`config.mk`:
```
export PLATFORM = sky130hd
export DESIGN_NAME = pc_fetch_sequencer
export DESIGN_NICKNAME = d
export VERILOG_FILES = /design/src/rtl/pc_fetch_sequencer.sv
export SDC_FILE = /design/constraint.sdc
export NUM_CORES = 1
export LEC_CHECK = 0
export CELL_PAD_IN_SITES_DETAIL_PLACEMENT = 1
export CELL_PAD_IN_SITES_GLOBAL_PLACEMENT = 2
export CORE_AREA = 2 2 120 122
export CTS_BUF_LIST = sky130_fd_sc_hd__clkbuf_4 sky130_fd_sc_hd__clkbuf_8
export DETAILED_ROUTE_END_ITERATION = 7
export DIE_AREA = 0 0 122 124
export MAX_ROUTING_LAYER = met4
export PLACE_DENSITY_LB_ADDON = 0.05
export SLEW_MARGIN = 30
export SYNTH_ARGS = -nofsm -noshare
export SYNTH_HDL_FRONTEND = slang
export SYNTH_SLANG_ARGS = --single-unit
```
`constraint.sdc`:
```
create_clock -name clk -period 2.66 [get_ports clk]
set_clock_uncertainty 0.05 [all_clocks]
set_input_delay 0.266 -clock clk [delete_from_list [all_inputs] [get_ports clk]]
set_output_delay 0.266 -clock clk [all_outputs]
set_load 0.02 [all_outputs]
```
`src/rtl/pc_fetch_sequencer.sv`:
```
// pc_fetch_sequencer
//   Owns the program counter and feeds decode. Fetches 16-bit instructions
//   (PC step 2) over a single-outstanding req/ack handshake and accepts branch
//   redirects. Data from a fetch that was overtaken by a redirect is dropped.
//
// Ports
//   clk, rst_n          rising-edge clock, async active-low reset
//   redirect_valid/
//   redirect_target     branch taken this cycle, jump address (bit0 ignored)
//   stall               decode cannot accept; hold the instruction outputs
//   imem_req/imem_addr  fetch request, address stable while req is high
//   imem_ack/imem_rdata read data valid this cycle
//   instr_valid, instr,
//   instr_pc,
//   pc_plus_two         fetched instruction bundle to decode
//   misalign_err        1-cycle pulse when a redirect target had bit0 set
//
// All outputs come straight from flops.

module pc_fetch_sequencer #(
  parameter int                  PC_WIDTH    = 16,
  parameter int                  INSTR_WIDTH = 16,
  parameter logic [PC_WIDTH-1:0] RESET_PC    = '0
) (
  input  logic                   clk,
  input  logic                   rst_n,
  input  logic                   redirect_valid,
  input  logic [PC_WIDTH-1:0]    redirect_target,
  input  logic                   stall,
  output logic                   imem_req,
  output logic [PC_WIDTH-1:0]    imem_addr,
  input  logic                   imem_ack,
  input  logic [INSTR_WIDTH-1:0] imem_rdata,
  output logic                   instr_valid,
  output logic [INSTR_WIDTH-1:0] instr,
  output logic [PC_WIDTH-1:0]    instr_pc,
  output logic [PC_WIDTH-1:0]    pc_plus_two,
  output logic                   misalign_err
);

  // BOOT : single cycle after reset, raises the first request
  // FETCH: request outstanding, data wanted
  // DRAIN: request outstanding but stale (redirect arrived before its ack)
  // HOLD : instruction parked at decode, no request in flight
  typedef enum logic [1:0] {BOOT, FETCH, DRAIN, HOLD} state_t;

  typedef struct packed {
    logic [INSTR_WIDTH-1:0] instr;
    logic [PC_WIDTH-1:0]    pc;
    logic [PC_WIDTH-1:0]    pc_plus_two;
  } dec_t;

  localparam logic [PC_WIDTH-1:0] BOOT_PC = {RESET_PC[PC_WIDTH-1:1], 1'b0};
  localparam logic [PC_WIDTH-1:0] STEP    = PC_WIDTH'(2);

  state_t              state_q, state_d;
  logic [PC_WIDTH-1:0] pc_q, pc_d;
  logic                req_q, req_d;
  logic [PC_WIDTH-1:0] addr_q, addr_d;
  logic                vld_q, vld_d;
  dec_t                dec_q, dec_d;
  logic                mis_q, mis_d;

  logic [PC_WIDTH-1:0] pc_inc;
  logic [PC_WIDTH-1:0] tgt;

  // pc stays even: increments are by 2 and targets get bit0 cleared
  assign pc_inc = pc_q + STEP;
  assign tgt    = {redirect_target[PC_WIDTH-1:1], 1'b0};

  always_comb begin
    state_d = state_q;
    pc_d    = pc_q;
    req_d   = req_q;
    addr_d  = addr_q;
    // Without a fresh instruction the current one survives only while
    // decode is stalled on it.
    vld_d   = vld_q & stall;
    dec_d   = dec_q;
    mis_d   = redirect_valid & redirect_target[0];

    unique case (state_q)
      BOOT: begin
        // Any ack here belongs to nothing we issued; ignore it.
        state_d = FETCH;
        req_d   = 1'b1;
        vld_d   = 1'b0;
        if (redirect_valid) begin
          pc_d   = tgt;
          addr_d = tgt;
        end else begin
          addr_d = pc_q;
        end
      end

      FETCH: begin
        if (redirect_valid) begin
          pc_d  = tgt;
          vld_d = 1'b0;
          if (imem_ack) begin
            addr_d = tgt;         // data dropped, request target next
          end else begin
            state_d = DRAIN;      // address must hold until the ack
          end
        end else if (imem_ack) begin
          dec_d.instr       = imem_rdata;
          dec_d.pc          = pc_q;
          dec_d.pc_plus_two = pc_inc;
          vld_d             = 1'b1;
          pc_d              = pc_inc;
          if (stall) begin
            state_d = HOLD;
            req_d   = 1'b0;
          end else begin
            addr_d = pc_inc;
          end
        end
      end

      DRAIN: begin
        if (redirect_valid) begin
          pc_d  = tgt;            // latest redirect wins
          vld_d = 1'b0;
        end
        if (imem_ack) begin
          state_d = FETCH;
          addr_d  = redirect_valid ? tgt : pc_q;
        end
      end

      HOLD: begin
        if (redirect_valid) begin
          pc_d    = tgt;
          vld_d   = 1'b0;
          state_d = FETCH;
          req_d   = 1'b1;
          addr_d  = tgt;
        end else if (!stall) begin
          state_d = FETCH;
          req_d   = 1'b1;
          addr_d  = pc_q;
        end
      end

      default: state_d = BOOT;
    endcase
  end

  always_ff @(posedge clk or negedge rst_n) begin
    if (!rst_n) begin
      state_q <= BOOT;
      pc_q    <= BOOT_PC;
      req_q   <= 1'b0;
      addr_q  <= BOOT_PC;
      vld_q   <= 1'b0;
      dec_q   <= '0;
      mis_q   <= 1'b0;
    end else begin
      state_q <= state_d;
      pc_q    <= pc_d;
      req_q   <= req_d;
      addr_q  <= addr_d;
      vld_q   <= vld_d;
      dec_q   <= dec_d;
      mis_q   <= mis_d;
    end
  end

  assign imem_req     = req_q;
  assign imem_addr    = addr_q;
  assign instr_valid  = vld_q;
  assign instr        = dec_q.instr;
  assign instr_pc     = dec_q.pc;
  assign pc_plus_two  = dec_q.pc_plus_two;
  assign misalign_err = mis_q;

endmodule

```
==> results.py, run 1 <==
metrics = {
    "worst_hold_path": {
        "hold_class": "in2reg",
        "holdPathStages": 3,
    },
    "timing": {
        "fin_crit_ns": 2.34,
        "hold_viol_final": 0,
        "final_max_slew_viol_count": 0,
        "grt_setup_unrepaired": "false",
        "max-slew-margin-rel_pct": 55.3,
        "final.setup.tns_ns": 0,
        "finalSetupViolCount": 0,
        "fin_crit_sh_pct": 88.0,
        "worst_pin_slew_ns": 0.664,
        "max_freq_mhz": 427,
    },
    "logic_synthesis": {
        "synth_area_um2": 4200,
        "synth_seq_cells": 84,
        "synth_cell_type_count": 49,
        "yosysMostFrequentCell": "nand2_1",
        "synth_edf_count": 0,
        "ys_seq_area_share_pct": 50.1,
        "avgSynthCellArea_um2": 9.47,
        "netlist_instances": 443,
        "ys.flop_type": "dfrtp_1",
        "synth.top_cells.by_count": "nand2_1 (126), dfrtp_1 (84), o21ai_0 (20)",
        "synth_top_area_share_pct": 50.1,
        "synthTopCellsByArea": "dfrtp_1 (50%), nand2_1 (11%), xnor2_1 (3.5%)",
        "yosysWarnings": 0,
        "async_reset_ff_share_pct": 100,
        "synth_nets": 481,
        "yosysTopAreaCell": "dfrtp_1",
    },
    "floorplanning": {
        "dieArea_um2": 15100,
        "num_rows": 43,
        "core-area_um2": 13700,
        "fp.dieW_um": 122,
        "io_pins": 104,
        "initial_core_util_pct": 30.6,
        "fp.dieH_um": 124,
    },
    "global_routing": {
        "antenna_found_initial": 0,
        "grt_pass1_vias": 3511,
        "grt_overflow": 0,
        "gr-usage-all-layers_pct": 18.1,
        "grt_pass1_wl_mm": 19.9,
        "grt_max_degree": 60,
    },
    "final_layout": {
        "area_growth_pct": 33.3,
        "num-nets-final": 573,
        "nFillCells": 1571,
        "layout-drive-gt1-share_pct": 9.26,
        "diodes": 0,
    },
    "drt": {
        "post_drt_via_cell_ratio": 4.83,
        "drc": 0,
        "num_vias": 3480,
        "drt_first_iter_violations": 139,
        "wl_per_cell_um": 17.6,
        "postRouteAntennaNets": 0,
        "wl_mm": 12.7,
        "dr.pass1.iters": 4,
    },
    "pwr": {
        "max-vdd-ir-drop_mv": 0.343,
        "finalPower_mw": 4.79,
        "leakagePower_nw": 2.37,
        "powerDensity_nw_per_um2": 856,
        "p_switching_mw": 1.71,
        "pwr-share-clk_pct": 24.3,
        "swShare_pct": 35.8,
        "pwr-share-comb_pct": 36.9,
        "p_int_mw": 3.08,
        "seqPwrFrac_pct": 38.8,
    },
    "placement": {
        "portBuffers": 103,
        "dpl.hpwl_mm": 8.81,
        "place.gp.congestion": 0.830,
    },
    "setup_path": {
        "ff2ff_path_depth": 5,
        "start_kind": "register",
        "arrival_ns": 2.56,
        "end_kind": "register",
        "critPathKind": "reg2reg",
        "worstPathRequired_ns": 2.88,
        "cp_max_fo": 14,
    },
    "cts": {
        "cts_tree": "done",
        "cts_buffer_depth": 2,
        "cts.sinks": 84,
        "htree_levels": 3,
        "clk_pin_slew_ns": 0.09,
        "cts_buffers": 9,
        "postCtsSetupBuffers": 0,
        "clock_latency_ns": 0.38,
        "root_buffer": "clkbuf_8",
    },
    "run_status": {
        "outcome": "finished, final reports clean",
    },
    "job": {
        "cap_violations": 0,
    },
}
path summary, 6_finish.rpt:
path	startpoint	endpoint	slack (ns)
worst max register to register	pc_q[1]	pc_q[15]	0.32
max in group asynchronous	rst_n	pc_q[5]	1.50
worst min-delay path	imem_rdata[3]	instr[3]	0.36
worst min register to register	instr[2]	instr[2]	0.43
min in group asynchronous	rst_n	instr[3]	0.40
worst max-delay path	pc_q[1]	pc_q[15]	0.32
cell families (layout without fill, tap and decap cells):
group | after synthesis | in the layout | synth area share, %
simple gates | 213 | 213 | 24.2
flops | 84 | 84 | 50.1
compound gates | 70 | 70 | 11.8
buf+inv | 44 | 141 | 6.59
fa+ha+maj | 1 | 1 | 0.298
xor+xnor | 20 | 20 | 4.17
mux | 11 | 11 | 2.83
sequential cells by signal, summed over array words and instances, names as in the netlist:
signal        count
pc_q             16
instr            16
pc_plus_two      15
instr_pc         16
state_q           2
instr_valid       1
misalign_err      1
imem_addr        16
imem_req          1
routing by layer:
layer	global-route usage, %	wire, um
met5	-	0
met4	5.82	206
met3	3.75	660
met2	27.5	5590
met1	24.3	6200
power groups by stage:
| stage | sequential, mW | combinational, mW | clock [mW] |
|---|---|---|---|
| 2_1_floorplan | 2.16 | 0.649 | 0 |
| 3_3_place_gp | 1.88 | 1.78 | 0 |
| 3_5_place_dp | 1.89 | 1.79 | 0 |
| 4_1_cts | 1.87 | 1.80 | 1.20 |
| 5_1_grt | 1.91 | 1.93 | 1.25 |
| 6_report | 1.86 | 1.77 | 1.16 |
cells in the final DEF (no fill, tap or decap), drive strengths merged, types with 2 or more instances in the layout:
master         Yosys  final
bufinv             0      3
clkbuf            15     11
nand3             11     11
a21boi             7      7
a21o               2      2
clkdlybuf4s50      0    102
o2111ai            3      3
xnor2             17     17
mux2i              4      4
o21a               3      3
nor4              14     14
o211ai             2      2
and3               2      2
nand3b             2      2
nand4              5      5
nand2            126    126
buf               23     16
o2bb2ai            8      8
nor3              14     14
nand2b            12     12
nor2b              4      4
mux2               7      7
o21ai             20     20
a21oi              2      2
dfrtp             84     84
a31oi              6      6
inv                6      7
xor2               3      3
nor2              12     12
o31ai              4      4
o31a              10     10
and2               4      4
final cells by class:
type                            count  area, um^2  share of cell area, %
Sequential cell                    84        2100                   37.6
Clock inverter                      5         109                   1.95
Timing Repair Buffer              119        1180                   21.0
Clock buffer                       11         139                   2.48
Tap cell                          180         225                   4.03
Inverter                            6        22.5                  0.403
Multi-Input combinational cell    315        1820                   32.5
per-stage QoR:
stage | setup WS, ns | cells | hold WS [ns] | utilization [%] | instance area, um^2
final | 0.319 | 720 | 0.357 | 40.8 | 5590
after global routing | 0.118 | 720 | 0.355 | 40.8 | 5590
after CTS | 0.309 | 720 | 0.342 | 40.8 | 5590
after detailed placement | 0.341 | 703 | 0.295 | 38.9 | 5340
after global placement | 0.441 | 703 | 0.295 | 38.9 | 5340
after floorplan | 0.706 | 443 | -0.0796 | - | 4200
timing repair:
item                                   CTS  global route
setup endpoints to repair                0             0
resized for setup                        0             0
endpoints found under the hold margin   44             0
hold buffers                             1             0
worst max-delay path: stages (launching register included):
cell and delay (ns):
dfrtp_1 0.48, ha_1 0.30, nand3_2 0.29, or3_1 0.55, o31a_1 0.31, o31a_1 0.25
Power figures use the tool's default switching activity.
==> inputs of run 2 (changes only) <==
Settings changed: CTS_CLUSTER_SIZE set to 25, SKIP_LAST_GASP set to 1.
==> results of run 2 <==
The final DEF is identical to that of run 1; final timing and power are the same.
==> inputs of run 3 (changes only) <==
Settings changed: CAP_MARGIN set to 10.
==> results of run 3 <==
The final DEF is identical to that of run 1; final timing and power are the same.
